<file path="config.mk">
export PLATFORM = sky130hd
export DESIGN_NAME = feature_mem_loader_flat
export DESIGN_NICKNAME = d
export VERILOG_FILES = /design/src/rtl/feature_mem_loader_if.sv /design/src/rtl/feature_mem_loader.sv /design/src/flat_wrapper.sv
export SDC_FILE = /design/constraint.sdc
export NUM_CORES = 1
export LEC_CHECK = 0
export ABC_AREA = 1
export CAP_MARGIN = 20
export CORE_AREA = 2 2 279 143
export DETAILED_ROUTE_END_ITERATION = 12
export DIE_AREA = 0 0 281 145
export GPL_TIMING_DRIVEN = 0
export PLACE_DENSITY = 0.75
export SLEW_MARGIN = 10
export SYNTH_ARGS = -nofsm -noshare
export SYNTH_HDL_FRONTEND = slang
export SYNTH_SLANG_ARGS = --single-unit
export TNS_END_PERCENT = 30
</file>
<file path="constraint.sdc">
create_clock -name clk_i -period 2.3 [get_ports clk_i]
set_input_delay 0.69 -clock clk_i [delete_from_list [all_inputs] [get_ports clk_i]]
set_output_delay 0.69 -clock clk_i [all_outputs]
set_load 0.05 [all_outputs]
</file>
<file path="src/rtl/feature_mem_loader_if.sv">
// Stream-in and memory-write signals for feature_mem_loader.
// Stream handshake: a beat transfers on the rising edge where s_valid_i && s_ready_o; s_data_i/s_last_i are qualified by s_valid_i.
interface feature_mem_loader_if #(
  parameter int N_ROWS_ARRAY = 16,
  parameter int I_WIDTH      = 8,
  parameter int ADDR_WIDTH   = 16
);
  logic [I_WIDTH-1:0]              s_data_i;
  logic                            s_valid_i;
  logic                            s_last_i;
  logic                            s_ready_o;
  logic [ADDR_WIDTH-1:0]           wr_addrs_mem_o;
  logic [N_ROWS_ARRAY*I_WIDTH-1:0] mem_data_o;
  logic                            wr_mem_ld_o;

  modport slave (
    input  s_data_i, s_valid_i, s_last_i,
    output s_ready_o, wr_addrs_mem_o, mem_data_o, wr_mem_ld_o
  );

  modport master (
    output s_data_i, s_valid_i, s_last_i,
    input  s_ready_o, wr_addrs_mem_o, mem_data_o, wr_mem_ld_o
  );
endinterface

</file>
<file path="src/rtl/feature_mem_loader.sv">
// Packs a byte-serial feature stream into N_ROWS_ARRAY-lane words and writes them
// to consecutive feature-memory addresses, reporting the last address written.
module feature_mem_loader #(
  parameter int N_ROWS_ARRAY = 16,
  parameter int I_WIDTH      = 8,
  parameter int ADDR_WIDTH   = 16
) (
  input  logic                  clk_i,
  input  logic                  general_rst_n_i,
  input  logic                  start_i,
  input  logic [ADDR_WIDTH-1:0] base_addr_i,
  input  logic [ADDR_WIDTH-1:0] num_words_i,
  feature_mem_loader_if.slave   bus,
  output logic [ADDR_WIDTH-1:0] end_addr_o,
  output logic                  busy_o,
  output logic                  done_o,
  output logic                  early_last_o,
  output logic [1:0]            state_o
);
  localparam int DATA_W = N_ROWS_ARRAY * I_WIDTH;
  localparam int LANE_W = (N_ROWS_ARRAY > 1) ? $clog2(N_ROWS_ARRAY) : 1;

  localparam logic [1:0] ST_IDLE  = 2'd0;
  localparam logic [1:0] ST_PACK  = 2'd1;
  localparam logic [1:0] ST_WRITE = 2'd2;
  localparam logic [1:0] ST_DONE  = 2'd3;

  logic [1:0]            state_q, state_d;
  logic [LANE_W-1:0]     lane_cnt_q, lane_cnt_d;
  logic [ADDR_WIDTH-1:0] word_cnt_q, word_cnt_d;
  logic [ADDR_WIDTH-1:0] base_q, base_d;
  logic [ADDR_WIDTH-1:0] num_q, num_d;
  logic [DATA_W-1:0]     pack_q, pack_d;
  logic                  last_seen_q, last_seen_d;
  logic [ADDR_WIDTH-1:0] addr_q, addr_d;
  logic [DATA_W-1:0]     data_q, data_d;
  logic [ADDR_WIDTH-1:0] end_addr_q, end_addr_d;
  logic                  early_last_q, early_last_d;

  always_comb begin
    state_d      = state_q;
    lane_cnt_d   = lane_cnt_q;
    word_cnt_d   = word_cnt_q;
    base_d       = base_q;
    num_d        = num_q;
    pack_d       = pack_q;
    last_seen_d  = last_seen_q;
    addr_d       = addr_q;
    data_d       = data_q;
    end_addr_d   = end_addr_q;
    early_last_d = early_last_q;
    case (state_q)
      ST_IDLE: begin
        if (start_i) begin
          base_d       = base_addr_i;
          num_d        = num_words_i;
          word_cnt_d   = '0;
          lane_cnt_d   = '0;
          pack_d       = '0;
          last_seen_d  = 1'b0;
          early_last_d = 1'b0;
          state_d      = (num_words_i == '0) ? ST_DONE : ST_PACK;
        end
      end
      ST_PACK: begin
        if (bus.s_valid_i) begin
          for (int k = 0; k < N_ROWS_ARRAY; k++) begin
            if (lane_cnt_q == LANE_W'(k)) pack_d[k*I_WIDTH +: I_WIDTH] = bus.s_data_i;
          end
          lane_cnt_d = lane_cnt_q + 1'b1;
          if (bus.s_last_i) last_seen_d = 1'b1;
          // Capture the finished word here so the write outputs hold it until the next strobe.
          if (lane_cnt_q == LANE_W'(N_ROWS_ARRAY - 1) || bus.s_last_i) begin
            state_d = ST_WRITE;
            addr_d  = base_q + word_cnt_q;
            data_d  = pack_d;
          end
        end
      end
      ST_WRITE: begin
        end_addr_d = addr_q;
        word_cnt_d = word_cnt_q + 1'b1;
        pack_d     = '0;
        lane_cnt_d = '0;
        state_d    = ((word_cnt_q + 1'b1) == num_q || last_seen_q) ? ST_DONE : ST_PACK;
      end
      default: begin
        if (last_seen_q && (word_cnt_q < num_q)) early_last_d = 1'b1;
        state_d = ST_IDLE;
      end
    endcase
  end

  always_ff @(posedge clk_i) begin
    if (!general_rst_n_i) begin
      state_q      <= ST_IDLE;
      lane_cnt_q   <= '0;
      word_cnt_q   <= '0;
      base_q       <= '0;
      num_q        <= '0;
      pack_q       <= '0;
      last_seen_q  <= 1'b0;
      addr_q       <= '0;
      data_q       <= '0;
      end_addr_q   <= '0;
      early_last_q <= 1'b0;
    end else begin
      state_q      <= state_d;
      lane_cnt_q   <= lane_cnt_d;
      word_cnt_q   <= word_cnt_d;
      base_q       <= base_d;
      num_q        <= num_d;
      pack_q       <= pack_d;
      last_seen_q  <= last_seen_d;
      addr_q       <= addr_d;
      data_q       <= data_d;
      end_addr_q   <= end_addr_d;
      early_last_q <= early_last_d;
    end
  end

  assign bus.s_ready_o      = (state_q == ST_PACK);
  assign bus.wr_mem_ld_o    = (state_q == ST_WRITE);
  assign bus.wr_addrs_mem_o = addr_q;
  assign bus.mem_data_o     = data_q;
  assign end_addr_o         = end_addr_q;
  assign busy_o             = (state_q != ST_IDLE);
  assign done_o             = (state_q == ST_DONE);
  assign early_last_o       = early_last_q;
  assign state_o            = state_q;
endmodule

</file>
<file path="src/flat_wrapper.sv">
// flat-port wrapper written by rule: the top's interface ports become plain ports
module feature_mem_loader_flat 
#(
  parameter int N_ROWS_ARRAY = 16,
  parameter int I_WIDTH      = 8,
  parameter int ADDR_WIDTH   = 16
)
  (clk_i, general_rst_n_i, start_i, base_addr_i, num_words_i, end_addr_o, busy_o, done_o, early_last_o, state_o, bus_s_data_i, bus_s_valid_i, bus_s_last_i, bus_s_ready_o, bus_wr_addrs_mem_o, bus_mem_data_o, bus_wr_mem_ld_o);
  feature_mem_loader_if #(.N_ROWS_ARRAY(N_ROWS_ARRAY), .I_WIDTH(I_WIDTH), .ADDR_WIDTH(ADDR_WIDTH)) bus_i ();
  input  logic clk_i;
  input  logic general_rst_n_i;
  input  logic start_i;
  input  logic [ADDR_WIDTH-1:0] base_addr_i;
  input  logic [ADDR_WIDTH-1:0] num_words_i;
  output logic [ADDR_WIDTH-1:0] end_addr_o;
  output logic busy_o;
  output logic done_o;
  output logic early_last_o;
  output logic [1:0] state_o;
  input wire logic [$bits(bus_i.s_data_i)-1:0] bus_s_data_i;
  input wire logic [$bits(bus_i.s_valid_i)-1:0] bus_s_valid_i;
  input wire logic [$bits(bus_i.s_last_i)-1:0] bus_s_last_i;
  output wire logic [$bits(bus_i.s_ready_o)-1:0] bus_s_ready_o;
  output wire logic [$bits(bus_i.wr_addrs_mem_o)-1:0] bus_wr_addrs_mem_o;
  output wire logic [$bits(bus_i.mem_data_o)-1:0] bus_mem_data_o;
  output wire logic [$bits(bus_i.wr_mem_ld_o)-1:0] bus_wr_mem_ld_o;
  assign bus_i.s_data_i = bus_s_data_i;
  assign bus_i.s_valid_i = bus_s_valid_i;
  assign bus_i.s_last_i = bus_s_last_i;
  assign bus_s_ready_o = bus_i.s_ready_o;
  assign bus_wr_addrs_mem_o = bus_i.wr_addrs_mem_o;
  assign bus_mem_data_o = bus_i.mem_data_o;
  assign bus_wr_mem_ld_o = bus_i.wr_mem_ld_o;
  feature_mem_loader #(.N_ROWS_ARRAY(N_ROWS_ARRAY), .I_WIDTH(I_WIDTH), .ADDR_WIDTH(ADDR_WIDTH)) u_core (.clk_i(clk_i), .general_rst_n_i(general_rst_n_i), .start_i(start_i), .base_addr_i(base_addr_i), .num_words_i(num_words_i), .bus(bus_i), .end_addr_o(end_addr_o), .busy_o(busy_o), .done_o(done_o), .early_last_o(early_last_o), .state_o(state_o));
endmodule
</file>
==> results of run 1 <==
[stage by stage]
stage | util | setup TNS, ps | cells | hold WS [ps]
after detailed placement | 0.470 | -212740 | 2901 | 454
after global routing | 0.500 | -1420 | 2963 | 478
after floorplan | - | 0 | 2160 | 445
final | 0.500 | -1340 | 2963 | 459
after global placement | 0.470 | -199850 | 2901 | 450
after CTS | 0.497 | 0 | 2962 | 460
[final timing paths]
path	startpoint	endpoint	slack [ps]	cells after the start
min	u_core.bus.mem_data_o[94]	u_core.bus.mem_data_o[94]	460	2
max reg2reg	u_core.word_cnt_q[2]	u_core.bus.wr_addrs_mem_o[11]	0	12
min reg2reg	u_core.bus.mem_data_o[94]	u_core.bus.mem_data_o[94]	460	2
max	bus_s_data_i[2]	u_core.bus.mem_data_o[114]	-130	6
[layer usage]
layer  global-route usage  up-vias  part of all wire
met5                    0        -                 0
met4               0.0588        0             0.021
met3               0.0601       86              0.12
met2                0.360      805              0.40
met1                0.395     7445              0.46
li1                     -     7546                 -
[power by group through the flow]
stage               logic [µW]  registers [µW]  clock network (µW)
finish                    5480            6690                5650
global route              5890            6730                5960
CTS                       5280            6680                5700
detailed placement        5250            6810                   0
global placement          5120            6800                   0
floorplan                 2740            7450                   0
[sequential cells by signal (all words and copies together) (netlist names)]
name	count
u_core.pack_q	128
u_core.bus.wr_addrs_mem_o	16
u_core.end_addr_o	16
u_core.last_seen_q	1
u_core.early_last_o	1
u_core.base_q	16
u_core.bus.mem_data_o	128
u_core.word_cnt_q	16
u_core.num_q	16
u_core.state_o	2
u_core.lane_cnt_q	4
[final cells by class]
type / count / share of cell area
tap: 530 / 0.0346
buffer: 130 / 0.0304
multi-input combinational: 1522 / 0.383
sequential: 344 / 0.361
timing repair buffer: 218 / 0.102
clock inverter: 16 / 0.0127
inverter: 164 / 0.0325
clock buffer: 39 / 0.0436
[kinds of logic (layout without fill, tap and decap cells)]
family                   count (synthesis)  after routing
AO/OA/AOI/OAI                          550            550
XOR/XNOR                                16             16
adder cells (fa/ha/maj)                 41             41
buffers and inverters                  294            567
flip-flops                             344            344
AND/OR/NAND/NOR                        915            915
[cell usage after synthesis, types with 2 or more instances]
master	number
a211oi_1	35
a21o_1	2
a21oi_1	258
buf_2	29
clkbuf_1	100
clkinv_1	3
dfxtp_1	344
ha_1	40
inv_1	159
inv_2	2
nand2_1	633
nand2_2	2
nand2_4	2
nand3_1	49
nand4_1	10
nor2_1	203
nor2_2	2
nor2_4	4
nor3_1	5
nor4_1	3
o211ai_1	4
o21ai_0	206
o21ai_1	3
o21bai_1	3
o22ai_1	32
o31ai_1	2
xnor2_1	6
xor2_1	9
[timing repair]
action / CTS / global route
pin swaps: 6 / 6
gates resized for setup: 232 / 64
endpoints found under the setup margin: 460 / 219
setup buffers: 6 / 1
[worst max-delay path, stage by stage]
cell,delay (ps)
clkdlybuf4s50_1,660
inv_1,300
clkbuf_1,660
o21ai_0,360
nand2_1,140
a21oi_1,70
==> reports/metrics.cfg, run 1 <==
[yosys]
yosysSeqAreaShare=0.452
synthXorXnorAreaFrac=0.0104
synth_edf_count=0
synthAdderAreaFrac=0.0342
yosysTopAreaCell=dfxtp_1
synthArstFlopShare=0
ys_ff_latch=344
synthMuxAreaShare=0
synthSimpleGateAreaFrac=0.236
avgSynthCellArea_um2=7.05
ys.warnings.count=0
ys_types=38
ys.flop_type=dfxtp_1
yosys-top-cells-area=dfxtp_1 (45%), nand2_1 (16%), a21oi_1 (8.5%), o21ai_0 (6.8%), nor2_1 (5.0%)
syn_nets=2246
synth_top_area_share=0.452
synth-compound-area-share=0.192
synth_top_family_by_area=simple AND/OR/NAND/NOR gates
synthCells=2160
syn_area_um2=15200

[timing]
setup_viol=29
slew_violations=0
setup_ws_ps=-134
fin_crit_ps=2430
fmax_mhz=411
finalHoldViolations=0
skew_ps=15.6
slew_headroom=0.416
tightest_slew_ps=876
finalCritPeriodShare=1.06
grt_setup_unrepaired=true

[floorplanning]
die_width_um=281
initial_utilization=0.397
die_h_um=145
pin_count=212
core_um2=38400
rows=51
dieArea_um2=40700

[drt]
drt-vias-per-instance=5.36
firstDrtPassIters=6
drcViolationCount=0
wl_mm=54.2
ant_nets=0
via_count=15882
wl_per_cell_um=18.3
drtIter0Drc=2000

[placed_design]
dp_hpwl_mm=41.1
placed_area_um2=18000
io_buffers=211
gp_congestion=0.938
pre_cts_ws_ps=-1050

[cells_and_area]
final_area_um2=19200
final_common_cell=nand2_1
layout-drive-gt1-share=0.0691
area_delta_synth_final_pct=25.8
n_fill_cell=3746
multi_input_area_um2=7340
seq_area_um2=6910
n_antenna_cell=0
layout_common_cells=nand2_1 (632), dfxtp_1 (330), a21oi_1 (256), o21ai_0 (198), nor2_1 (196)
nets=2497

[flow_run]
cap_violations=0

[power]
clock_power_share=0.317
power.internal_uw=11100
total_power_uw=17800
switching_power_uw=6760
swShare=0.379
power_density_nw_per_um2=931
ir_worst_vdd_v=0.000514
p_seq_frac=0.375
leakage_uw=0.00784
combPwrFrac=0.308

[clocking]
path_clk_slew_ps=70
clk_root_buffer_cell=clkbuf_16
cts_buffer_depth=3
clock_sinks=344
clock_latency_ps=590
cts_tree=built
cts_made_buffers=31
cts.hold.buffers_added=0
cts_max_level=1

[setup_path]
required_ps=2760
start_kind=input port
crit_type=input port to flip-flop
endpoint_kind=flip-flop
crit_fanout=10
arrival_ps=2890

[global_routing]
grt_pass1_wl_mm=82.7
grt_pass1_vias=14585
groute.usage.overall=0.258
grt_antenna_before_repair=1
grt_max_degree=17
grt_overflow_total=0

[status]
status=complete, but fails checks
violations=setup timing

[min_path]
min_path_type=flip-flop to flip-flop

Note: power is estimated with default switching activity, not from simulation.
==> run 2: changes to the inputs <==
--- a/config.mk
+++ b/config.mk
@@ -16,4 +16,4 @@
 export SYNTH_ARGS = -nofsm -noshare
 export SYNTH_HDL_FRONTEND = slang
 export SYNTH_SLANG_ARGS = --single-unit
-export TNS_END_PERCENT = 30
+export TNS_END_PERCENT = 50
==> run 2 against run 1 <==
  * The run still ends with setup timing left
  * First-iteration DRC count is 0.70% higher
  * Setup slack better by 25 ps
  * Clock-buffer cell count stayed put
  * Sequential power hardly changed
  * Die area stayed put
  * Core utilization hardly changed
  * Clock power hardly changed
  * Flip-flop and latch count stayed put
  * Final area hardly changed
  * Register-to-register slack better by 50 ps
  * Sequential share of layout area hardly changed
  * Worst hold slack hardly changed
  * Critical endpoint unchanged
  * Largest power group unchanged
==> reports/metrics.cfg, run 2 (synthesis results as in run 1) <==
[setup_path]
crit_type=input port to flip-flop  ; unchanged
endpoint_kind=flip-flop  ; unchanged
crit_fanout=10  ; unchanged
arrival_ps=2860  ; was 2890 ps
required_ps=2750  ; was 2760 ps
start_kind=input port  ; unchanged

[cells_and_area]
n_antenna_cell=0  ; unchanged
area_delta_synth_final_pct=25.9  ; was 25.8%
nets=2496  ; was 2,497
utilization=0.500  ; about the same
final_common_cell=nand2_1  ; unchanged
seq_area_um2=6920  ; was 6910 µm²
multi_input_area_um2=7350  ; was 7340 µm²
layout-drive-gt1-share=0.0711  ; was 0.0691
final_area_um2=19200  ; about the same
n_fill_cell=3745  ; was 3,746
layout_common_cells=nand2_1 (632), dfxtp_1 (329), a21oi_1 (256), nor2_1 (196), o21ai_0 (196)  ; was nand2_1 (632), dfxtp_1 (330), a21oi_1 (256), o21ai_0 (198), nor2_1 (196)

[placed_design]
io_buffers=211  ; unchanged
dp_hpwl_mm=41.1  ; unchanged
gp_congestion=0.938  ; unchanged
placed_area_um2=18000  ; unchanged

[status]
status=complete, but fails checks  ; unchanged
violations=setup timing  ; unchanged

[clocking]
clock_sinks=344  ; unchanged
clock_latency_ps=590  ; about the same
path_clk_slew_ps=70  ; about the same
cts_max_level=1  ; unchanged
cts_buffer_depth=3  ; unchanged
cts_made_buffers=31  ; unchanged
clk_root_buffer_cell=clkbuf_16  ; unchanged
cts.hold.buffers_added=0  ; unchanged
cts_tree=built  ; unchanged

[timing]
fmax_mhz=415  ; was 411 MHz
setup_viol=18  ; was 29
slew_headroom=0.424  ; was 0.416
tightest_slew_ps=864  ; was 876 ps
skew_ps=12.8  ; was 15.6 ps
slew_violations=0  ; unchanged
grt_setup_unrepaired=true  ; unchanged
setup_ws_ps=-109  ; was -134 ps
finalCritPeriodShare=1.05  ; was 1.06
fin_crit_ps=2410  ; was 2430 ps
finalHoldViolations=0  ; unchanged
setup_tns_ps=-780  ; was -1340 ps

[global_routing]
grt_max_degree=17  ; unchanged
grt_overflow_total=0  ; unchanged
groute.usage.overall=0.258  ; unchanged
grt_antenna_before_repair=1  ; unchanged
grt_pass1_vias=14585  ; unchanged
grt_pass1_wl_mm=82.7  ; unchanged

[floorplanning]
initial_utilization=0.397  ; unchanged
pin_count=212  ; unchanged
die_width_um=281  ; unchanged
die_h_um=145  ; unchanged
core_um2=38400  ; unchanged
rows=51  ; unchanged
dieArea_um2=40700  ; unchanged

[drt]
via_count=15891  ; was 15,882
drcViolationCount=0  ; unchanged
ant_nets=0  ; unchanged
wl_per_cell_um=18.3  ; about the same
wl_mm=54.1  ; was 54.2 mm
drt-vias-per-instance=5.36  ; about the same
firstDrtPassIters=8  ; was 6
drtIter0Drc=2014  ; was 2,000

[flow_run]
cap_violations=0  ; unchanged

[power]
ir_worst_vdd_v=0.000515  ; was 0.000514 V
leakage_uw=0.00785  ; was 0.00784 µW
power_density_nw_per_um2=929  ; was 931 nW/µm²

[min_path]
min_path_type=flip-flop to flip-flop  ; unchanged

[run 2: cell count changes in the layout (fill, tap and decap cells not counted), sizes merged]
cell	before	now
clkbuf	140	139
[run 2: final timing paths]
kind	startpoint	to	slack [ps]	cells after the start
max	bus_s_data_i[2]	u_core.bus.mem_data_o[114]	-110	6
min	u_core.bus.mem_data_o[94]	u_core.bus.mem_data_o[94]	460	2
max reg2reg	u_core.state_o[1]	u_core.pack_q[52]	50	9
min reg2reg	u_core.bus.mem_data_o[94]	u_core.bus.mem_data_o[94]	460	2
[run 2: metal layers]
layer	up-vias	share of wire	GRT usage
li1	7556	-	-
met1	7436	0.47	0.395
met2	810	0.40	0.360
met3	89	0.11	0.0601
met4	0	0.021	0.0588
met5	-	0	0
[run 2: layout make-up]
type                       count  area share
inverter                     164      0.0325
buffer                       129      0.0305
tap                          530      0.0346
clock buffer                  39      0.0436
multi-input combinational   1522       0.383
clock inverter                16      0.0127
sequential                   344       0.361
timing repair buffer         218       0.102
[run 2: per-stage QoR]
stage | hold WS, ps | total power [µW] | setup slack, ps | cells
global placement | 450 | 11900 | -1040 | 2901
floorplan | 445 | 10200 | 51.8 | 2160
detailed placement | 454 | 12100 | -1050 | 2901
global route | 478 | 18600 | -28.9 | 2962
CTS | 460 | 17700 | 2.57 | 2962
finish | 459 | 17800 | -109 | 2962
[run 2: critical path: stages]
cell and delay [ps]:
clkdlybuf4s50_1 660, inv_1 290, clkbuf_1 660, o21ai_0 340, nand2_1 140, a21oi_1 70
[run 2: power by group]
part / internal (µW) / switching, µW / leakage [µW]
clock: 3240 / 2410 / 0.000527
sequential: 6380 / 308 / 0.00279
combinational: 1440 / 4030 / 0.00453
total: 11100 / 6760 / 0.00785
[run 2: timing repair]
item | in CTS | in global routing
buffers inserted | 6 | 1
pin swaps | 6 | 7
setup endpoints to repair | 460 | 219
gates resized for setup | 232 | 78
==> run 3: changes to the inputs <==
--- a/config.mk
+++ b/config.mk
@@ -11,7 +11,7 @@
 export DETAILED_ROUTE_END_ITERATION = 12
 export DIE_AREA = 0 0 281 145
 export GPL_TIMING_DRIVEN = 0
-export PLACE_DENSITY = 0.75
+export PLACE_DENSITY = 0.68
 export SLEW_MARGIN = 10
 export SYNTH_ARGS = -nofsm -noshare
 export SYNTH_HDL_FRONTEND = slang
==> run 3 against run 2 <==
  * The run now ends clean
  * Clock power grew 3%
  * Non-clock buffer count grew 4
  * Core utilization grew 0.18 points
  * Largest cell class unchanged
==> reports/metrics.cfg, run 3 (synthesis results as in run 1) <==
[status]
status=complete, no violations  ; was complete, but fails checks

[drt]
drcViolationCount=0  ; unchanged
wl_mm=53.5  ; was 54.1 mm
drt-vias-per-instance=5.32  ; was 5.36
via_count=15794  ; was 15,891
drtIter0Drc=1846  ; was 2,014
wl_per_cell_um=18.0  ; was 18.3 µm
firstDrtPassIters=7  ; was 8
ant_nets=0  ; unchanged

[flow_run]
cap_violations=0  ; unchanged

[timing]
fmax_mhz=444  ; was 415 MHz
setup_viol=0  ; was 18
setup_ws_ps=46.2  ; was -109 ps
fin_crit_ps=2250  ; was 2410 ps
setup_tns_ps=0  ; was -780 ps
slew_violations=0  ; unchanged
finalCritPeriodShare=0.980  ; was 1.05
skew_ps=16.2  ; was 12.8 ps
whs_ps=460  ; was 459 ps
tightest_slew_ps=711  ; was 864 ps
grt_setup_unrepaired=true  ; unchanged
finalHoldViolations=0  ; unchanged
slew_headroom=0.526  ; was 0.424

[clocking]
clock_sinks=344  ; unchanged
cts_tree=built  ; unchanged
cts_buffer_depth=3  ; unchanged
path_clk_slew_ps=70  ; about the same
clock_latency_ps=540  ; was 590 ps
cts_made_buffers=34  ; was 31
cts_max_level=2  ; was 1
clk_root_buffer_cell=clkbuf_16  ; unchanged

[global_routing]
groute.usage.overall=0.257  ; was 0.258
grt_max_degree=15  ; was 17
grt_antenna_before_repair=1  ; unchanged
grt_pass1_wl_mm=81.5  ; was 82.7 mm
grt_overflow_total=0  ; unchanged
grt_pass1_vias=14374  ; was 14,585

[placed_design]
dp_hpwl_mm=40.4  ; was 41.1 mm
pre_cts_ws_ps=-1070  ; was -1050 ps
io_buffers=211  ; unchanged
gp_congestion=0.973  ; was 0.938
placed_area_um2=18000  ; unchanged

[cells_and_area]
final_common_cell=nand2_1  ; unchanged
layout-drive-gt1-share=0.0738  ; was 0.0711
layout_common_cells=nand2_1 (633), dfxtp_1 (330), a21oi_1 (256), o21ai_0 (200), nor2_1 (195)  ; was nand2_1 (632), dfxtp_1 (329), a21oi_1 (256), nor2_1 (196), o21ai_0 (196)
area_delta_synth_final_pct=26.3  ; was 25.9%
n_fill_cell=3746  ; was 3,745
final_area_um2=19200  ; about the same
nets=2503  ; was 2,496
utilization=0.502  ; was 0.500

[floorplanning]
die_width_um=281  ; unchanged
rows=51  ; unchanged
pin_count=212  ; unchanged
core_um2=38400  ; unchanged
dieArea_um2=40700  ; unchanged
die_h_um=145  ; unchanged
initial_utilization=0.397  ; unchanged

[setup_path]
crit_fanout=5  ; was 10
start_kind=flip-flop  ; was input port
endpoint_kind=output port  ; was flip-flop
required_ps=1610  ; was 2750 ps
crit_type=flip-flop to output port  ; was input port to flip-flop
arrival_ps=1560  ; was 2860 ps

[power]
ir_worst_vdd_v=0.000440  ; was 0.000515 V
combPwrFrac=0.302  ; was 0.307
swShare=0.376  ; was 0.379
power.internal_uw=11200  ; was 11,100 µW
switching_power_uw=6720  ; was 6760 µW
clock_power_share=0.325  ; was 0.317
leakage_uw=0.00790  ; was 0.00785 µW
power_density_nw_per_um2=930  ; was 929 nW/µm²
p_seq_frac=0.373  ; was 0.375

[min_path]
min_path_type=flip-flop to flip-flop  ; unchanged

## run 3: changes by cell type in the layout (fill, tap and decap cells not counted), sizes merged
cell | before | now
diode | 0 | 3
buf | 40 | 42
clkdlybuf4s15 | 1 | 0
inv | 161 | 163
bufinv | 6 | 3
clkbuf | 139 | 149
clkinv | 10 | 5
dlygate4sd2 | 162 | 163
## run 3: stage by stage
stage                     cells  total power [µW]
after floorplan            2160             10200
after detailed placement   2901             12000
after global routing       2969             18700
after global placement     2901             11900
after CTS                  2963             17800
final                      2971             17900
## run 3: final cells by class
class	count	area, µm²	area share
antenna	3	7.51	0.000390
buffer	130	593	0.0308
clock buffer	47	990	0.0514
clock inverter	10	153	0.00793
inverter	164	626	0.0325
multi-input combinational	1522	7330	0.381
sequential	344	6910	0.359
tap	530	663	0.0345
timing repair buffer	221	1970	0.102
## run 3: layer usage
layer / share of wire / up-vias / GRT usage
met5: 0 / - / 0
met4: 0.022 / 0 / 0.0639
met3: 0.11 / 86 / 0.0783
met2: 0.39 / 717 / 0.345
met1: 0.48 / 7426 / 0.390
li1: - / 7565 / -
## run 3: power groups by stage
| stage | sequential (µW) | clock (µW) | combinational [µW] |
|---|---|---|---|
| 4_1_cts | 6660 | 5930 | 5200 |
| 6_report | 6670 | 5820 | 5400 |
| 5_1_grt | 6710 | 6190 | 5830 |
| 3_3_place_gp | 6790 | 0 | 5130 |
| 3_5_place_dp | 6800 | 0 | 5210 |
| 2_1_floorplan | 7450 | 0 | 2740 |
## run 3: worst max-delay path, cell delays in order (launching register included)
cell and delay [ps]:
dfxtp_2 370, inv_2 90, ha_4 180, clkinvlp_4 160, buf_4 220
## run 3: final timing paths
kind	cells past startpoint	slack, ps	to	start
worst max-delay path	4	50	busy_o	u_core.state_o[0]
worst min-delay path	2	460	u_core.bus.mem_data_o[54]	u_core.bus.mem_data_o[54]
worst max register to register	14	70	u_core.state_o[1]	u_core.word_cnt_q[5]
worst min register to register	2	460	u_core.bus.mem_data_o[54]	u_core.bus.mem_data_o[54]
## run 3: repair_timing
item	in CTS	in global routing
pin swaps	3	6
setup buffers	5	5
gates resized for setup	224	78
hold buffers	0	0
gates cloned	0	0
endpoints found under the setup margin	457	245
==> RTL change 1, RTL diff (flow settings as in run 1) <==
`addr_q`, `data_q` and `end_addr_q` no longer have a reset.
--- a/src/rtl/feature_mem_loader.sv
+++ b/src/rtl/feature_mem_loader.sv
@@ -100,9 +100,6 @@
       num_q        <= '0;
       pack_q       <= '0;
       last_seen_q  <= 1'b0;
-      addr_q       <= '0;
-      data_q       <= '0;
-      end_addr_q   <= '0;
       early_last_q <= 1'b0;
     end else begin
       state_q      <= state_d;
@@ -112,11 +109,14 @@
       num_q        <= num_d;
       pack_q       <= pack_d;
       last_seen_q  <= last_seen_d;
-      addr_q       <= addr_d;
-      data_q       <= data_d;
-      end_addr_q   <= end_addr_d;
       early_last_q <= early_last_d;
     end
+  end
+
+  always_ff @(posedge clk_i) begin
+    addr_q     <= addr_d;
+    data_q     <= data_d;
+    end_addr_q <= end_addr_d;
   end
 
   assign bus.s_ready_o      = (state_q == ST_PACK);
Check against the original RTL: differs if general_rst_n_i is asserted again (counterexample within 4 cycles, from zero or initial values and one cycle with general_rst_n_i low); with general_rst_n_i held inactive, the same outputs for 4 cycles.
==> RTL change 1 against run 1 <==
The run still ends with setup timing left. Sequential cell count is the same. Die area is the same. Routed wire length shrank 19%. Total power grew 0.65%. Sequential power grew 8.5%. Register-to-register slack lost 50 ps. Cell area shrank 4.4%. Area after synthesis shrank 6.1%. Setup slack gained 87 ps. Critical endpoint is now u_core.bus.wr_addrs_mem_o[12].
==> RTL change 1: results (changes against run 1) <==
outcome:
  status: "complete, but fails checks"  # unchanged
  violations: "setup timing"  # unchanged
worst_setup_path:
  cp_slowest_stage_delay_ps: 390  # was 660 ps
  startpoint: "u_core.word_cnt_q[0]"  # was bus_s_data_i[2]
  arrival_ps: 2670  # was 2890 ps
  crit_fanout: 4  # was 10
  cp_slowest_cell: "dfxtp_4"  # was clkdlybuf4s50_1
timing:
  fin_ws_ps: -46.9  # was -134 ps
  setup_viol: 1  # was 29
  skew_ps: 22.4  # was 15.6 ps
  max_slew_margin_pct: 29.7  # was 41.6%
cells_and_area:
  drive_above_1_share_pct: 7.32  # was 6.91%
  nets: 1918  # was 2497
  fillers: 3537  # was 3746
min_path:
  min-delay-start: "u_core.bus.wr_addrs_mem_o[12]"  # was u_core.bus.mem_data_o[94]
power_and_ir_drop:
  clkPwrFrac_pct: 31.6  # was 31.7%
  cellLeakagePower_nw: 6.55  # was 7.84 nW
  comb-power_mw: 5.02  # was 5.48 mW
  irDropWorstVdd_uv: 504  # was 514 uV
  p_int_mw: 11.5  # was 11.1 mW
synthesis:
  ys_seq_area_share_pct: 59.4  # was 45.2%
  ys_types: 35  # was 38
  synth_area_leaders: "edfxtp_1 34%, dfxtp_1 26%, nand2_1 13%"  # was dfxtp_1 45%, nand2_1 16%, a21oi_1 8.5%
route:
  routed_via_density: 5.21  # was 5.36
  drt_iter0_markers: 1471  # was 2000
  routed_wl_microns: 44000  # was 54200 microns
placed_design:
  place.gp.congestion: 0.913  # was 0.938
  io_buffers: 210  # was 211
global_route:
  grt_max_degree: 36  # was 17
  grt_pass1_vias: 11612  # was 14585
[RTL change 1: cell types whose count changed after synthesis, sizes merged, moves of 5 or more]
cell,run 1,this run
a211oi,35,2
a21oi,259,190
buf,30,7
clkbuf,100,75
dfxtp,344,184
edfxtp,0,160
inv,161,67
nand2,637,503
nand3,49,54
nor2,209,67
o21ai,209,181
o22ai,32,0
xor2,9,16
[RTL change 1: metrics by stage]
| step | worst slack (ps) | setup TNS [ps] | cells | area, sq um | total power [mW] |
|---|---|---|---|---|---|
| after floorplan | -1080 | -159300 | 1581 | 14400 | 10.6 |
| after global placement | -2620 | -486100 | 2321 | 17100 | 12.2 |
| after detailed placement | -727 | -142110 | 2326 | 17200 | 12.4 |
| after CTS | -101 | -101 | 2386 | 18200 | 17.9 |
| after global routing | -79.4 | -552 | 2388 | 18300 | 18.7 |
| final | -46.9 | -46.9 | 2388 | 18300 | 17.9 |
[RTL change 1: final timing paths]
check / end / slack (ps) / cells after the start
hold / removal: u_core.end_addr_o[12] / 440 / 0
setup / recovery: u_core.bus.wr_addrs_mem_o[12] / -50 / 13
setup reg to reg: u_core.bus.wr_addrs_mem_o[12] / -50 / 13
hold reg to reg: u_core.end_addr_o[12] / 440 / 0
[RTL change 1: what timing repair did]
action                     in CTS  in global routing
setup endpoints to repair     322                144
setup buffers                   3                  1
gates cloned                    0                  0
resized for setup             208                 48
pin swaps                       4                  4
[RTL change 1: area by class of cell]
class	count	share of cell area [%]
diodes	1	0.0137
multi-input cells	1088	29.6
clock inverters	20	1.54
well taps	530	3.62
inverters	67	1.39
repair buffers	219	11.1
plain buffers	81	1.83
clock buffers	38	4.50
flip-flops and latches	344	46.5
[RTL change 1: logic make-up (layout without fill, tap and decap cells)]
| family | after synthesis | count (layout) | share of synthesized area [%] |
|---|---|---|---|
| compound gates | 381 | 381 | 13.6 |
| xor+xnor | 22 | 22 | 1.44 |
| fa+ha+maj | 41 | 41 | 3.64 |
| buf+inv | 149 | 425 | 3.97 |
| flops | 344 | 344 | 59.4 |
| other cells | 0 | 1 | 0 |
| simple gates | 644 | 644 | 18.0 |
[RTL change 1: per-layer routing]
metal  vias up  GRT usage, %  part of all wire [%]
met2       586          30.7                    43
met4         0          5.99                   2.8
li1       5833             -                     -
met1      5934          30.3                    45
met3        87          4.91                   9.9
met5         -             0                     0
[RTL change 1: worst max-delay path: cells and delay by family (launching register included)]
kind,cells,cell delay [ps]
simple gates,6,560
fa+ha+maj,2,550
compound gates,3,460
flops,1,390
xor+xnor,1,60
buf+inv,1,50
==> RTL change 2, RTL diff (settings of run 1) <==
Without the edit above. `I_WIDTH` is set to 8 in 3 places; all go to 6.
--- a/src/rtl/feature_mem_loader_if.sv
+++ b/src/rtl/feature_mem_loader_if.sv
@@ -2,7 +2,7 @@
 // Stream handshake: a beat transfers on the rising edge where s_valid_i && s_ready_o; s_data_i/s_last_i are qualified by s_valid_i.
 interface feature_mem_loader_if #(
   parameter int N_ROWS_ARRAY = 16,
-  parameter int I_WIDTH      = 8,
+  parameter int I_WIDTH      = 6,
   parameter int ADDR_WIDTH   = 16
 );
   logic [I_WIDTH-1:0]              s_data_i;
--- a/src/rtl/feature_mem_loader.sv
+++ b/src/rtl/feature_mem_loader.sv
@@ -2,7 +2,7 @@
 // to consecutive feature-memory addresses, reporting the last address written.
 module feature_mem_loader #(
   parameter int N_ROWS_ARRAY = 16,
-  parameter int I_WIDTH      = 8,
+  parameter int I_WIDTH      = 6,
   parameter int ADDR_WIDTH   = 16
 ) (
   input  logic                  clk_i,
--- a/src/flat_wrapper.sv
+++ b/src/flat_wrapper.sv
@@ -2,7 +2,7 @@
 module feature_mem_loader_flat 
 #(
   parameter int N_ROWS_ARRAY = 16,
-  parameter int I_WIDTH      = 8,
+  parameter int I_WIDTH      = 6,
   parameter int ADDR_WIDTH   = 16
 )
   (clk_i, general_rst_n_i, start_i, base_addr_i, num_words_i, end_addr_o, busy_o, done_o, early_last_o, state_o, bus_s_data_i, bus_s_valid_i, bus_s_last_i, bus_s_ready_o, bus_wr_addrs_mem_o, bus_mem_data_o, bus_wr_mem_ld_o);
Ports: changed (resized bus_mem_data_o and bus_s_data_i); port bits go from 212 to 178. No check against the original RTL was run, so the function may have changed too.
==> RTL change 2 against run 1 <==
Total power decreased by 16%. Sequential cell count decreased by 64. Cell area decreased by 15%. Synthesized cell count decreased by 16%. Sequential power decreased by 18%. Critical path depth increased by 8. Setup slack improved by 150 ps. Routed wire length decreased by 17%. Area after synthesis decreased by 16%.
==> RTL change 2: results (changes against run 1) <==
cts:
  numCtsBuffers: 27  # was 31
  clock_latency_ps: 550  # was 590 ps
worst_setup_path:
  arrival_ps: 2770  # was 2890 ps
  crit_fanout: 9  # was 10
  r2r_cells: 14  # was 12
  cp_slowest_stage_delay_ps: 510  # was 660 ps
  cp_slowest_cell: "dfxtp_2"  # was clkdlybuf4s50_1
synthesis:
  ys_warn_count: 0  # unchanged
  avgSynthCellArea_sq_um: 7.04  # was 7.05 sq um
  synthAdderAreaFrac_pct: 4.08  # was 3.42%
  synth_commonest_cells: "522 x nand2_1, 280 x dfxtp_1, 229 x a21oi_1"  # was 633 x nand2_1, 344 x dfxtp_1, 258 x a21oi_1
  ys_seq_area_share_pct: 43.9  # was 45.2%
  synth_xor_area_share_pct: 1.30  # was 1.04%
  synth_compound_area_share_pct: 18.8  # was 19.2%
  synth_fp_nets: 1896  # was 2246
  async_flop_share_pct: 0  # unchanged
  synth_area_leaders: "dfxtp_1 44%, nand2_1 15%, a21oi_1 9.0%"  # was dfxtp_1 45%, nand2_1 16%, a21oi_1 8.5%
  ys_types: 40  # was 38
outcome:
  status: "complete, no violations"  # was complete, but fails checks
placed_design:
  io_buffers: 177  # was 211
  place.gp.congestion: 0.952  # was 0.938
  dp_cells: 2519  # was 2901
  place_ws_ps: -614  # was -1050 ps
  dpl.hpwl_microns: 34300  # was 41100 microns
global_route:
  grt_pass1_vias: 11907  # was 14585
  use_met1_pct: 31.9  # was 39.5%
  antenna_found_initial: 1  # unchanged
  grt_usage_pct: 21.3  # was 25.8%
  grt_max_degree: 15  # was 17
  met2_usage_pct: 29.0  # was 36.0%
  grt_pass1_wl_microns: 67800  # was 82700 microns
  use_met3_pct: 6.36  # was 6.01%
cells_and_area:
  drive_above_1_share_pct: 8.07  # was 6.91%
  nets: 2111  # was 2497
route:
  wl_per_cell_microns: 17.4  # was 18.3 microns
  routed_wl_microns: 44800  # was 54200 microns
  drt_iter0_markers: 1297  # was 2000
  routed_via_density: 5.05  # was 5.36
timing:
  setup_tns_ps: 0  # was -1340 ps
  skew_ps: 10.2  # was 15.6 ps
  tightest_slew_ps: 778  # was 876 ps
power_and_ir_drop:
  irDropWorstVdd_uv: 661  # was 514 uV
  p_switching_mw: 5.73  # was 6.76 mW
  cellLeakagePower_nw: 6.62  # was 7.84 nW
min_path:
  hp-class: "flop to flop"  # unchanged
[RTL change 2: changes by cell type after synthesis, sizes merged, moves of 19 or more]
cell	run 1	this run
a21oi	259	230
dfxtp	344	280
inv	161	123
nand2	637	528
nor2	209	173
o21ai	209	177
o22ai	32	5
or2	0	19
[RTL change 2: kinds of logic after synthesis]
kind of cell             count (synthesis)
flip-flops                             280
XOR/XNOR                                17
AO/OA/AOI/OAI                          454
adder cells (fa/ha/maj)                 41
buffers and inverters                  234
AND/OR/NAND/NOR                        786
[RTL change 2: power groups by stage]
stage | sequential (mW) | combinational [mW] | clock [mW]
floorplan | 6.21 | 2.35 | 0
global placement | 5.61 | 4.47 | 0
detailed placement | 5.62 | 4.57 | 0
CTS | 5.51 | 4.53 | 4.76
global route | 5.56 | 5.17 | 4.95
finish | 5.51 | 4.78 | 4.68
[RTL change 2: worst max-delay path, delay by kind of cell (launching register included)]
kind	cells	cell delay, ps
DFF	1	510
and+or+nand+nor	11	1290
AOI/OAI and AO/OA	3	400
[RTL change 2: final timing paths]
path	from	end	slack [ps]
worst max register to register	u_core.word_cnt_q[5]	u_core.state_o[1]	10
worst min-delay path	u_core.bus.mem_data_o[42]	u_core.bus.mem_data_o[42]	460
worst max-delay path	u_core.word_cnt_q[5]	u_core.state_o[1]	10
worst min register to register	u_core.bus.mem_data_o[42]	u_core.bus.mem_data_o[42]	460
[RTL change 2: area by class of cell]
type	instances	area (sq um)
fill	3922	22200
multi-input combinational	1298	6360
sequential	280	5630
timing repair buffer	186	1690
clock buffer	41	798
tap	530	663
inverter	126	478
buffer	108	473
clock inverter	6	108
antenna	1	2.50
[RTL change 2: repair_timing]
action | 4_1_cts | 5_1_grt
pin swaps | 2 | 8
setup endpoints to repair | 360 | 216
resized for setup | 171 | 67
setup buffers | 3 | 6
[RTL change 2: layer usage]
metal  vias up  wire (microns)
met1      6007           21100
met5         -               0
li1       6337               -
met3        73            5050
met2       587           17400
met4         0            1220
[RTL change 2: per-stage QoR]
stage / power [mW] / cell area [sq um]
5_1_grt: 15.7 / 16200
4_1_cts: 14.8 / 16000
3_3_place_gp: 10.1 / 15200
3_5_place_dp: 10.2 / 15200
6_report: 15.0 / 16200
2_1_floorplan: 8.56 / 12800
